--- src/rtl/fetch_pkg.sv ---
// Shared defaults and redirect-source encoding for the prefetching fetch stage.
package fetch_pkg;

  localparam int unsigned START_ADDR_DEF = 32;
  localparam int unsigned ISR_ADDR_DEF   = 0;
  localparam int unsigned NOP_WORD       = 0;

  typedef enum logic [1:0] {
    RD_NONE,
    RD_BR,
    RD_INT,
    RD_RET
  } redir_src_t;

endpackage

--- src/rtl/fetch_fifo.sv ---
// Prefetch queue: synchronous FIFO with flush; push and pop may coincide even when full.
module fetch_fifo
  import fetch_pkg::*;
#(
  parameter int W     = 16,
  parameter int DEPTH = 4
) (
  input  logic                         clk,
  input  logic                         rst,
  input  logic                         flush,
  input  logic                         push,
  input  logic [W-1:0]                 push_data,
  input  logic                         pop,
  output logic [W-1:0]                 head,
  output logic [$clog2(DEPTH+1)-1:0]   count
);

  localparam int PW = $clog2(DEPTH);
  localparam int CW = $clog2(DEPTH+1);

  logic [W-1:0]  mem [DEPTH];
  logic [PW-1:0] rd_ptr;
  logic [PW-1:0] wr_ptr;
  logic          do_push;
  logic          do_pop;

  assign do_pop  = pop && (count != '0);
  assign do_push = push && ((count != CW'(DEPTH)) || do_pop);
  assign head    = mem[rd_ptr];

  always_ff @(posedge clk or negedge rst) begin
    if (!rst) begin
      rd_ptr <= '0;
      wr_ptr <= '0;
      count  <= '0;
      for (int i = 0; i < DEPTH; i++) mem[i] <= W'(NOP_WORD);
    end else if (flush) begin
      rd_ptr <= '0;
      wr_ptr <= '0;
      count  <= '0;
    end else begin
      if (do_push) begin
        mem[wr_ptr] <= push_data;
        wr_ptr      <= wr_ptr + PW'(1);
      end
      if (do_pop) rd_ptr <= rd_ptr + PW'(1);
      case ({do_push, do_pop})
        2'b10:   count <= count + CW'(1);
        2'b01:   count <= count - CW'(1);
        default: count <= count;
      endcase
    end
  end

endmodule

--- src/rtl/fetch_prefetch.sv ---
// Fetch stage: issues in-order memory requests into a prefetch queue and handles
// branch, interrupt and return-address redirects, discarding stale in-flight words.
module fetch_prefetch
  import fetch_pkg::*;
#(
  parameter int W         = 16,
  parameter int AW        = 32,
  parameter int DEPTH     = 4,
  parameter int MAX_OUT   = 4,
  parameter int RET_WORDS = 2,
  parameter logic [AW-1:0] START_ADDR = AW'(START_ADDR_DEF),
  parameter logic [AW-1:0] ISR_ADDR   = AW'(ISR_ADDR_DEF)
) (
  input  logic          clk,
  input  logic          rst,
  input  logic          redir_valid,
  input  logic [AW-1:0] redir_target,
  input  logic          int_req,
  output logic          int_ack,
  input  logic          ret_wr,
  input  logic [W-1:0]  ret_word,
  input  logic          ret_go,
  output logic          imem_req,
  output logic [AW-1:0] imem_addr,
  input  logic          imem_gnt,
  input  logic          imem_rvalid,
  input  logic [W-1:0]  imem_rdata,
  output logic          out_valid,
  input  logic          out_ready,
  output logic [W-1:0]  out_instr,
  output logic [AW-1:0] out_pc,
  output logic [AW-1:0] out_pc_1
);

  localparam int OW = $clog2(MAX_OUT+1);
  localparam int CW = $clog2(DEPTH+1);
  localparam int RB = RET_WORDS*W;

  logic          live;
  logic [AW-1:0] fpc;
  logic [AW-1:0] head_pc;
  logic [OW-1:0] outstanding;
  logic [OW-1:0] outstanding_nxt;
  logic [OW-1:0] drop_cnt;
  logic [RB-1:0] ret_buf;
  logic [RB-1:0] ret_buf_nxt;
  logic          ret_pend;
  logic [CW-1:0] q_count;
  logic [W-1:0]  q_head;
  redir_src_t    src;
  logic [AW-1:0] redir_pc;
  logic          redirect;
  logic          fire;
  logic          drop;
  logic          push;
  logic          pop;

  // Returned words enter at the bottom, so the first word popped ends up most significant.
  generate
    if (RET_WORDS > 1) begin : g_ret_shift
      assign ret_buf_nxt = ret_wr ? {ret_buf[RB-W-1:0], ret_word} : ret_buf;
    end else begin : g_ret_single
      assign ret_buf_nxt = ret_wr ? ret_word : ret_buf;
    end
  endgenerate

  always_comb begin
    src      = RD_NONE;
    redir_pc = head_pc;
    if (!live) begin
      src = RD_NONE;
    end else if (redir_valid) begin
      src      = RD_BR;
      redir_pc = redir_target;
    end else if (int_req) begin
      src      = RD_INT;
      redir_pc = ISR_ADDR;
    end else if (ret_pend) begin
      src      = RD_RET;
      redir_pc = ret_buf_nxt[AW-1:0];
    end
  end

  assign redirect  = (src != RD_NONE);
  assign int_ack   = (src == RD_INT);

  assign imem_req  = live && ((int'(q_count) + int'(outstanding)) < DEPTH)
                          && (int'(outstanding) < MAX_OUT);
  assign imem_addr = fpc;
  assign fire      = imem_req && imem_gnt;

  assign drop      = imem_rvalid && (drop_cnt != '0);
  assign push      = imem_rvalid && (drop_cnt == '0) && !redirect;
  assign pop       = out_valid && out_ready && !redirect;

  assign outstanding_nxt = outstanding + OW'(fire) - OW'(imem_rvalid);

  assign out_valid = (q_count != '0);
  assign out_instr = out_valid ? q_head : W'(NOP_WORD);
  assign out_pc    = head_pc;
  assign out_pc_1  = head_pc + AW'(1);

  fetch_fifo #(
    .W     (W),
    .DEPTH (DEPTH)
  ) u_fifo (
    .clk       (clk),
    .rst       (rst),
    .flush     (redirect),
    .push      (push),
    .push_data (imem_rdata),
    .pop       (pop),
    .head      (q_head),
    .count     (q_count)
  );

  always_ff @(posedge clk or negedge rst) begin
    if (!rst) begin
      live        <= 1'b0;
      fpc         <= START_ADDR;
      head_pc     <= START_ADDR;
      outstanding <= '0;
      drop_cnt    <= '0;
      ret_buf     <= '0;
      ret_pend    <= 1'b0;
    end else begin
      live        <= 1'b1;
      outstanding <= outstanding_nxt;
      ret_buf     <= ret_buf_nxt;

      if (ret_go)             ret_pend <= 1'b1;
      else if (src == RD_RET) ret_pend <= 1'b0;

      // After a redirect every word still in flight belongs to the old stream.
      if (redirect) begin
        fpc      <= redir_pc;
        head_pc  <= redir_pc;
        drop_cnt <= outstanding_nxt;
      end else begin
        if (fire) fpc     <= fpc + AW'(1);
        if (pop)  head_pc <= head_pc + AW'(1);
        if (drop) drop_cnt <= drop_cnt - OW'(1);
      end
    end
  end

endmodule
--- config.mk ---
export PLATFORM = sky130hd
export DESIGN_NAME = fetch_prefetch
export DESIGN_NICKNAME = d
export VERILOG_FILES = /design/src/rtl/fetch_pkg.sv /design/src/rtl/fetch_fifo.sv /design/src/rtl/fetch_prefetch.sv
export SDC_FILE = /design/constraint.sdc
export NUM_CORES = 1
export LEC_CHECK = 0
export ABC_CLOCK_PERIOD_IN_PS = 4000
export CAP_MARGIN = 30
export CORE_UTILIZATION = 30
export DETAILED_ROUTE_END_ITERATION = 10
export PLACE_DENSITY = 0.47
export SYNTH_ARGS = -nofsm -noshare
export SYNTH_HDL_FRONTEND = slang
export SYNTH_SLANG_ARGS = --single-unit
--- constraint.sdc ---
create_clock -name clk -period 4 [get_ports clk]
set_input_delay 0.4 -clock clk [delete_from_list [all_inputs] [get_ports clk]]
set_output_delay 0.4 -clock clk [all_outputs]
set_load 0.005 [all_outputs]
==> results.toml <==
[synth]
netlist_instances = 934
synth-seq-cells = 175
ys_types = 68
synth-edff-count = 0
synth_ff_type = "dfrtp_1"
avgSynthCellArea_um2 = 10.5
syn_nets = 1021
synthArstFlopShare_pct = 100
ys_warn_count = 0
synth_area_mm2 = 0.00984
ys_seq_area_share_pct = 44.5

[clocking]
cts_tree = "yes"
htree_num_levels = 4
postCtsSetupRepairBufs = 0
clkLatencyLatePin_ns = 0.45
numCtsBuffers = 17
clk_path_buf_depth = 2
clk_pin_slew_ns = 0.07
cts-root-buf = "clkbuf_16"
cts_sinks = 175

[flow_run]
cap_violations = 0

[final_layout]
utilization_pct = 40.3
drive_above_1_share_pct = 18.4
diodes = 0
nets = 1197
syn_to_final_growth_pct = 30.5
seqCellArea_mm2 = 0.00438
design_area_mm2 = 0.0128
layout_common_cells = "clkdlybuf4s50_1 (186), dfrtp_1 (173), nand2_1 (103)"
stdcell_count = 1557
multi_input_area_mm2 = 0.00512
fill_cells = 3146
final_common_cell = "clkdlybuf4s50_1"

[worst_setup_path]
criticalPathCategory = "reg -> out"
startpoint_type = "flip-flop"
worstPathArrival_ns = 3.13
worstPathMaxFanout = 9
endpoint_kind = "output pin"
reg2reg_to = "drop_cnt[2]$_DFFE_PN0P_"
r2r_setup_slack_ns = 0.94
r2r_start = "u_fifo.count[2]$_DFFE_PN0P_"
startpoint = "out_pc[1]$_DFFE_PN0P_"
cp.required_ns = 3.60
r2r_cells = 12

[sta]
fin_crit_sh_pct = 88.2
finClkSkew_ns = 0.0160
max_freq_mhz = 284
slew_headroom_pct = 40.8
drv_slew = 0
tns_ns = 0
hold_viol_final = 0
period_needed_ns = 3.53
worstMarginPinSlew_ns = 0.888
rsz0062_at_grt = "false"
setup_viol = 0

[power_and_ir_drop]
swShare_pct = 32.9
comb_power_share_pct = 34.4
p_sw_mw = 2.13
power.share.clock_pct = 27.9
p_int_mw = 4.34
power_frac_seq_pct = 37.7
power.density_mw_per_mm2 = 504
ir_drop_v = 0.000298
p_leak_nw = 5.41

[run_status]
run_status = "finished clean"

[floorplan]
fp-row-count = 65
initial_core_util_pct = 30.9
die_y_um = 183
io_pins = 188
die_x_um = 183
core_mm2 = 0.0319
dieArea_mm2 = 0.0335

[drt]
wl_met1_um = 15800
wl_per_cell_um = 21.0
drt_iter0_drc = 560
post-route-drc-count = 0
met2_length_um = 14400
drtAntennaViolNets = 0
route.vias.total = 8028
wl_met3_um = 1940
maxUsedRoutingLayer = "met4"
via_per_inst = 5.16
dr.pass1.iters = 4
finalWirelength_um = 32700

[placement]
placed_area_mm2 = 0.0122
dp_hpwl_um = 23800
gp_congestion = 0.797
dp.cells = 1525
portBuffers = 187

[global_route]
grt-ovfl-total = 0
grt_use_total_pct = 20.0
grt_pass1_wl_um = 50100
grt_max_degree = 67
antenna_found_initial = 0
grt_pass1_vias = 7951

[min_path]
hold_path_class = "in -> async"
worst max path at each step:
stage | end | slack [ns]
after floorplan | drop_cnt[2]$_DFFE_PN0P_ | 1.15
after global placement | out_pc_1[30] | 0.89
after detailed placement | out_pc_1[30] | 0.73
after CTS | out_pc_1[30] | 0.25
after global routing | out_pc_1[30] | 0.14
final | out_pc_1[30] | 0.47
cell type report:
| type | count | area share [%] |
|---|---|---|
| Multi-Input combinational cell | 673 | 39.8 |
| Sequential cell | 175 | 34.1 |
| Inverter | 31 | 0.906 |
| Clock buffer | 19 | 3.45 |
| Clock inverter | 12 | 1.35 |
| Timing Repair Buffer | 212 | 16.1 |
| Tap cell | 435 | 4.24 |
Yosys cell counts, drive strengths merged, types with 12 or more instances:
cell type / n / share of area [%]
nor2b: 19 / 1.2
xnor2: 31 / 2.8
o21ai: 43 / 2.2
clkbuf: 34 / 1.3
nand3: 34 / 1.7
and3: 17 / 1.1
inv: 31 / 1.2
a21oi: 48 / 2.4
nand2: 107 / 4.4
mux4: 16 / 3.7
mux2: 95 / 11
nand4: 23 / 1.5
a21bo: 18 / 1.8
and2: 12 / 0.76
xor2: 16 / 1.4
nor4: 13 / 1.5
nor2: 41 / 1.6
ha: 12 / 1.5
buf: 21 / 1.5
dfrtp: 173 / 44
o2bb2a: 12 / 1.2
a2bb2oi: 15 / 1.3
layer usage:
| layer | vias up | track usage (%) |
|---|---|---|
| met5 | - | 0 |
| met4 | 0 | 5.70 |
| met3 | 33 | 4.35 |
| met2 | 236 | 30.0 |
| met1 | 4023 | 28.8 |
| li1 | 3736 | - |
sequential cells by signal, indices dropped and copies added, names as in the netlist:
name	cells
u_fifo.mem	64
imem_addr	32
u_fifo.wr_ptr	2
drop_cnt	3
u_fifo.rd_ptr	2
out_pc	32
ret_pend	1
live	1
outstanding	3
ret_buf	32
u_fifo.count	3
critical path, cell delays in order (launching register included):
cell             delay [ns]
dfrtp_1                0.43
ha_1                   0.28
nand4_1                0.35
nor3_4                 0.51
and2_1                 0.31
nand3_1                0.12
xnor2_1                0.15
clkdlybuf4s50_1        0.52
metrics by stage:
step / hold slack (ns) / power (mW) / setup slack (ns)
finish: 0.475 / 6.47 / 0.474
global placement: 0.406 / 4.72 / 0.889
global route: 0.508 / 6.84 / 0.135
detailed placement: 0.404 / 4.72 / 0.732
CTS: 0.484 / 6.56 / 0.250
floorplan: 0.104 / 3.60 / 1.15
power groups by stage:
stage | clock network [mW] | logic (mW) | registers [mW]
3_3_place_gp | 0 | 2.25 | 2.47
4_1_cts | 1.86 | 2.26 | 2.44
2_1_floorplan | 0 | 1.26 | 2.34
5_1_grt | 1.93 | 2.42 | 2.50
6_report | 1.80 | 2.23 | 2.44
3_5_place_dp | 0 | 2.25 | 2.47
cell families after synthesis:
kind of cell | Yosys count | share of synthesized area (%)
and+or+nand+nor | 290 | 15.6
DFF | 175 | 44.5
AOI/OAI and AO/OA | 207 | 14.9
xor gates and xnor gates | 47 | 4.18
muxes | 114 | 14.8
buffers and inverters | 86 | 3.99
adders and majority gates | 14 | 1.93
other | 1 | 0.0381
what timing repair did:
action | CTS | global route
endpoints found under the setup margin | 0 | 1
resized for setup | 0 | 1
hold buffers | 1 | 0
endpoints found under the hold margin | 51 | 0
(Power assumes the default switching activity.)
